File: config.mk
export PLATFORM = sky130hd
export DESIGN_NAME = seg7_sequence_decoder
export DESIGN_NICKNAME = d
export VERILOG_FILES = /design/src/rtl/seg7_sequence_decoder.sv
export SDC_FILE = /design/constraint.sdc
export NUM_CORES = 1
export LEC_CHECK = 0
export BUFFER_PORTS_ARGS = -buffer_cell sky130_fd_sc_hd__buf_2
export CAP_MARGIN = 10
export CORE_MARGIN = 3
export CORE_UTILIZATION = 60
export CTS_CLUSTER_DIAMETER = 30
export CTS_CLUSTER_SIZE = 20
export DETAILED_ROUTE_END_ITERATION = 16
export GPL_TIMING_DRIVEN = 1
export PLACE_DENSITY = 0.76
export RECOVER_POWER = 50
export SLEW_MARGIN = 25
export SYNTH_ARGS = -nofsm -noshare
export SYNTH_HDL_FRONTEND = slang
export SYNTH_SLANG_ARGS = --single-unit
File: constraint.sdc
create_clock -name clk_50m -period 4.4 [get_ports clk_50m]
set_input_delay 0.66 -clock clk_50m [delete_from_list [all_inputs] [get_ports clk_50m]]
set_output_delay 0.66 -clock clk_50m [all_outputs]
set_load 0.03 [all_outputs]
File: src/rtl/seg7_sequence_decoder.sv
// Glitch-filtered active-low 7-segment reader: decodes hex digits and measures/locks the counter modulus.
// Optional watchdog on LOCKED under `SEG7_TIMEOUT_EN; accept latency STABLE_CYCLES+3 edges, no backpressure.
module seg7_sequence_decoder #(
  parameter int unsigned STABLE_CYCLES  = 4,
  parameter int unsigned TIMEOUT_CYCLES = 60_000_000
) (
  input  logic       clk_50m,
  input  logic       rst,
  input  logic [6:0] hex_in,
  output logic [3:0] digit,
  output logic       digit_valid,
  output logic       illegal,
  output logic       seq_err,
  output logic [4:0] modulus,
  output logic       mod_valid,
  output logic       stall
);

  localparam int unsigned    SW       = (STABLE_CYCLES > 2) ? $clog2(STABLE_CYCLES) : 1;
  localparam logic [SW-1:0]  STAB_MAX = SW'(STABLE_CYCLES - 1);
  localparam logic [6:0]     BLANK    = 7'h7F;

  typedef enum logic [1:0] {ALIGN = 2'd0, MEASURE = 2'd1, LOCKED = 2'd2} state_t;

  // Returns {legal, digit}; legal is 0 for any pattern outside the table.
  function automatic logic [4:0] decode(input logic [6:0] pat);
    logic [4:0] r;
    case (pat)
      7'b1000000: r = 5'h10;
      7'b1111001: r = 5'h11;
      7'b0100100: r = 5'h12;
      7'b0110000: r = 5'h13;
      7'b0011001: r = 5'h14;
      7'b0010010: r = 5'h15;
      7'b0000010: r = 5'h16;
      7'b1111000: r = 5'h17;
      7'b0000000: r = 5'h18;
      7'b0011000: r = 5'h19;
      7'b0001000: r = 5'h1A;
      7'b0000011: r = 5'h1B;
      7'b1000110: r = 5'h1C;
      7'b0100001: r = 5'h1D;
      7'b0000110: r = 5'h1E;
      7'b0001110: r = 5'h1F;
      default:    r = 5'h00;
    endcase
    return r;
  endfunction

  logic [6:0]    s1_q, s1_d, s2_q, s2_d, cand_q, cand_d, last_pat_q, last_pat_d;
  logic [SW-1:0] stab_q, stab_d;
  logic          armed_q, armed_d;
  state_t        state_q, state_d;
  logic [4:0]    step_q, step_d;
  logic [3:0]    digit_q, digit_d;
  logic [4:0]    modulus_q, modulus_d;
  logic          mod_valid_q, mod_valid_d;
  logic          digit_valid_q, digit_valid_d;
  logic          illegal_q, illegal_d;
  logic          seq_err_q, seq_err_d;
  logic          accept, lock_ok;
  logic [4:0]    dec, succ;

`ifdef SEG7_TIMEOUT_EN
  localparam int unsigned   WW     = $clog2(TIMEOUT_CYCLES);
  localparam logic [WW-1:0] WD_MAX = WW'(TIMEOUT_CYCLES - 1);
  logic [WW-1:0] wd_q, wd_d;
  logic          stall_q, stall_d;
`endif

  always_comb begin
    s1_d          = hex_in;
    s2_d          = s1_q;
    cand_d        = cand_q;
    stab_d        = stab_q;
    armed_d       = armed_q;
    last_pat_d    = last_pat_q;
    state_d       = state_q;
    step_d        = step_q;
    digit_d       = digit_q;
    modulus_d     = modulus_q;
    mod_valid_d   = mod_valid_q;
    digit_valid_d = 1'b0;
    illegal_d     = 1'b0;
    seq_err_d     = 1'b0;
    lock_ok       = 1'b0;
    dec           = decode(cand_q);
    succ          = {1'b0, digit_q} + 5'd1;

    // armed marks the first cycle at saturation, so a held pattern fires once.
    accept = (stab_q == STAB_MAX) && armed_q && (cand_q != last_pat_q);

    if (s2_q != cand_q) begin
      cand_d  = s2_q;
      stab_d  = '0;
      armed_d = 1'b1;
    end else if (stab_q != STAB_MAX) begin
      stab_d = stab_q + SW'(1);
    end else begin
      armed_d = 1'b0;
    end

    if (accept) begin
      last_pat_d = cand_q;
      if (cand_q != BLANK) begin
        if (!dec[4]) begin
          illegal_d   = 1'b1;
          mod_valid_d = 1'b0;
          state_d     = ALIGN;
        end else begin
          digit_d       = dec[3:0];
          digit_valid_d = 1'b1;
          case (state_q)
            ALIGN: begin
              if (dec[3:0] == 4'd0) begin
                state_d = MEASURE;
                step_d  = 5'd1;
              end
            end
            MEASURE: begin
              if ({1'b0, dec[3:0]} == succ) begin
                step_d = step_q + 5'd1;
              end else if (dec[3:0] == 4'd0) begin
                modulus_d   = step_q;
                mod_valid_d = 1'b1;
                step_d      = 5'd1;
                state_d     = LOCKED;
              end else begin
                seq_err_d = 1'b1;
                state_d   = ALIGN;
              end
            end
            LOCKED: begin
              lock_ok = (({1'b0, dec[3:0]} == succ) && (succ < modulus_q)) ||
                        ((dec[3:0] == 4'd0) && ({1'b0, digit_q} == modulus_q - 5'd1));
              if (!lock_ok) begin
                seq_err_d   = 1'b1;
                mod_valid_d = 1'b0;
                if (dec[3:0] == 4'd0) begin
                  state_d = MEASURE;
                  step_d  = 5'd1;
                end else begin
                  state_d = ALIGN;
                end
              end
            end
            default: state_d = ALIGN;
          endcase
        end
      end
    end

`ifdef SEG7_TIMEOUT_EN
    stall_d = 1'b0;
    wd_d    = wd_q;
    if (accept) begin
      wd_d = '0;
    end else if (state_q == LOCKED) begin
      if (wd_q == WD_MAX) begin
        stall_d     = 1'b1;
        mod_valid_d = 1'b0;
        state_d     = ALIGN;
        wd_d        = '0;
      end else begin
        wd_d = wd_q + WW'(1);
      end
    end else begin
      wd_d = '0;
    end
`endif
  end

  always_ff @(posedge clk_50m) begin
    if (rst) begin
      s1_q          <= BLANK;
      s2_q          <= BLANK;
      cand_q        <= BLANK;
      last_pat_q    <= BLANK;
      stab_q        <= '0;
      armed_q       <= 1'b0;
      state_q       <= ALIGN;
      step_q        <= 5'd0;
      digit_q       <= 4'd0;
      modulus_q     <= 5'd0;
      mod_valid_q   <= 1'b0;
      digit_valid_q <= 1'b0;
      illegal_q     <= 1'b0;
      seq_err_q     <= 1'b0;
`ifdef SEG7_TIMEOUT_EN
      wd_q          <= '0;
      stall_q       <= 1'b0;
`endif
    end else begin
      s1_q          <= s1_d;
      s2_q          <= s2_d;
      cand_q        <= cand_d;
      last_pat_q    <= last_pat_d;
      stab_q        <= stab_d;
      armed_q       <= armed_d;
      state_q       <= state_d;
      step_q        <= step_d;
      digit_q       <= digit_d;
      modulus_q     <= modulus_d;
      mod_valid_q   <= mod_valid_d;
      digit_valid_q <= digit_valid_d;
      illegal_q     <= illegal_d;
      seq_err_q     <= seq_err_d;
`ifdef SEG7_TIMEOUT_EN
      wd_q          <= wd_d;
      stall_q       <= stall_d;
`endif
    end
  end

  assign digit       = digit_q;
  assign digit_valid = digit_valid_q;
  assign illegal     = illegal_q;
  assign seq_err     = seq_err_q;
  assign modulus     = modulus_q;
  assign mod_valid   = mod_valid_q;
`ifdef SEG7_TIMEOUT_EN
  assign stall       = stall_q;
`else
  assign stall       = 1'b0;
`endif

endmodule
==> impl_results.md <==
- Largest net degree at the start of global routing: 39
- Global-route wire length before repair: 10600 um
- Power Density: 252 nW/um2
- Die extent in y: 78.1 um
- Total number of yosys warnings: 0
- First-pass DRT Iterations: 4
- Initial antenna violation count: 0
- Worst Path Max Fanout: 24
- Core area: 4880 um2
- Seq/Total Area, Yosys: 0.328
- Bufs on Longest Clock Path: 2
- WP buf/inv: 0
- Yosys cell types: 73
- Syn_nets: about 370
- Max-cap violations: 0
- Vias per Instance: 6.09
- Pins Over Slew Limit: 0
- GPL Wtd Cong: 0.875
- Slew HR: 0.0412
- Resized Gates After CTS: 0
- Worst clock skew: 0.00615 ns
- Crit share post-route: 0.764
- Cell family with the largest share of critical-path delay: compound AO/OA/AOI/OAI gates
- Sink Count: 51
- Util after Layout: 0.661
- Worst endpoint required time: between 4 and 5 ns
- Pleak: ~1.2 nW
- Final WL: 6200 um
- Unrepaired setup endpoints after global routing: no
- Async SR Flop Fraction: 0
- Tmin final: 3.36 ns
- Share of layout cells above drive strength 1: 0.169
- Count of final hold-check violations: 0
- DRC viols: 0
- Via count: 2574
- DP HPWL: 4500 um
- Clock Latency Late Sink: 0.31 ns
- Die W: 78.1 um
- Cells after Synth: 350
- Seq cells post-synth: about 50
- Fmax: 0.297 GHz
- GR Util All Layers: 0.209
- Cts hold-fix bufs: 0
- Vias in the first global route: 2355
- Setup TNS Final: 0 ns
- Total power: 0.000813 W
- Antenna viol nets, final: 0
- Worst Setup Start Kind: flop
- # diodes: 0
- Worst-path cell chain: xor2_1 -> nor4_1 -> a21oi_2 -> o21ai_0 -> nor2_1 -> o2111a_1 -> mux2i_1 -> nor2_1
- Starting density of the core: 0.639
- Root Buffer: clkbuf_8
- Main synth FF type: dfxtp_1
- Worst IR Drop VDD: 0.000258 V
- Worst setup margin: 1.04 ns
- Max incr delay on CP: a little over 0.9 ns
- Area growth from synthesis to layout: 3.49%
- CP arrival: 3.51 ns
- Leading cell type in the layout, fill and taps excluded: dfxtp_1
- Pre-CTS setup slack: 1.11 ns
- Mapped Area: between 3000 and 4000 um2
- Die area: 6100 um2
- Congestion Overflow GR: 0
- Slowest-stage cell, CP: dfxtp_1
- Post-CTS Setup Inserts: 0
- Std cell rows: 25
- Fill cells: 445
- Mapped Avg Cell Area: approximately 8.9 um2
- Setup CP Type: reg -> reg
- Port bufs: 21
- CTS clk-pin slew, worst paths: 0.10 ns
- H-tree depth: 2
- Cell mode on critical path: nor2_1
- Num CTS Buffers: 5
- TritonCTS clock tree: yes
- Post-synth EDFFs: 0
- Wire per inst: 14.7 um
- Status: finished clean
- Worst-margin pin slew: 1.44 ns
- Final net count: 377
- Commonest cells after routing, fill and taps aside: dfxtp_1, nor2_1, nand2_1, or2_2, inv_1
- Final setup vio count: 0
- Critical path endpoint category: flop
- I/O Pins: 23
- Starting DRT DRC Count: 226
- Worst Hold Class: reg -> reg
## Yosys cell counts (4+ instances only)
library cell	count	area (um2)
a21oi_1	5	25.0
a31oi_1	4	25.0
buf_2	4	20.0
buf_4	6	45.0
buf_6	6	67.6
clkbuf_1	6	22.5
dfxtp_1	51	1020
ha_1	13	163
inv_1	20	75.1
mux2i_1	14	140
nand2_1	25	93.8
nand3_1	11	55.1
nand4_1	4	25.0
nor2_1	26	97.6
nor3_1	13	65.1
nor4_1	6	37.5
o21ai_0	4	20.0
o21ai_1	5	25.0
o22ai_1	5	31.3
or2_2	24	150
xnor2_1	8	70.1
xor2_1	16	140
## cell families (layout without fill, tap and decap cells)
| kind of cell | after synthesis | in the layout | synth area share |
|---|---|---|---|
| other | 1 | 1 | 0.00120 |
| buffers and inverters | 43 | 49 | 0.0751 |
| AOI/OAI and AO/OA | 59 | 59 | 0.158 |
| muxes | 14 | 14 | 0.0450 |
| and+or+nand+nor | 144 | 144 | 0.269 |
| DFF | 51 | 51 | 0.328 |
| adders and majority gates | 13 | 13 | 0.0522 |
| xor gates and xnor gates | 25 | 25 | 0.0727 |
## routing by layer
layer | vias up | global-route usage | part of all wire
met1 | 1225 | 0.290 | 0.50
met3 | 10 | 0.0321 | 0.057
li1 | 1262 | - | -
met5 | - | 0 | 0
met4 | 0 | 0.0577 | 0.014
met2 | 77 | 0.337 | 0.43
## sequential cells by signal (all words and copies together), names as in the netlist
register,cells
modulus,5
state_q,2
illegal,1
digit,4
s2_q,7
s1_q,7
cand_q,7
armed_q,1
mod_valid,1
digit_valid,1
step_q,5
last_pat_q,7
stab_q,2
seq_err,1
## report_power, final
group | internal, W | switching [W] | total (W)
sequential | 0.000471 | 0.0000130 | 0.000484
clock | 0.000116 | 0.000171 | 0.000288
combinational | 0.0000189 | 0.0000226 | 0.0000415
## final timing paths
path	from	end	slack, ns	cells after the start
max	cand_q[0]$_SDFFE_PP1P_	modulus[3]$_SDFFE_PP0P_	1.04	8
min	s1_q[0]$_SDFF_PP1_	s2_q[0]$_SDFF_PP1_	0.42	1
max reg2reg	cand_q[0]$_SDFFE_PP1P_	modulus[3]$_SDFFE_PP0P_	1.04	8
min reg2reg	s1_q[0]$_SDFF_PP1_	s2_q[0]$_SDFF_PP1_	0.42	1
## final cells by class
| class | instances | area (um2) | area share |
|---|---|---|---|
| flip-flops and latches | 51 | 1020 | 0.317 |
| inverters | 20 | 75.1 | 0.0233 |
| multi-input cells | 256 | 1860 | 0.577 |
| well taps | 67 | 83.8 | 0.0260 |
| clock inverters | 3 | 25.0 | 0.00776 |
| clock buffers | 5 | 68.8 | 0.0213 |
| repair buffers | 21 | 90.1 | 0.0279 |
## through the flow
step           cell area [um2]  hold slack [ns]  cells
6_report                  3230            0.417    423
5_1_grt                   3230            0.433    423
4_1_cts                   3240            0.419    423
3_5_place_dp              3150            0.394    415
3_3_place_gp              3150            0.391    415
2_1_floorplan             3120            0.389    350
Power figures use the tool's default switching activity.
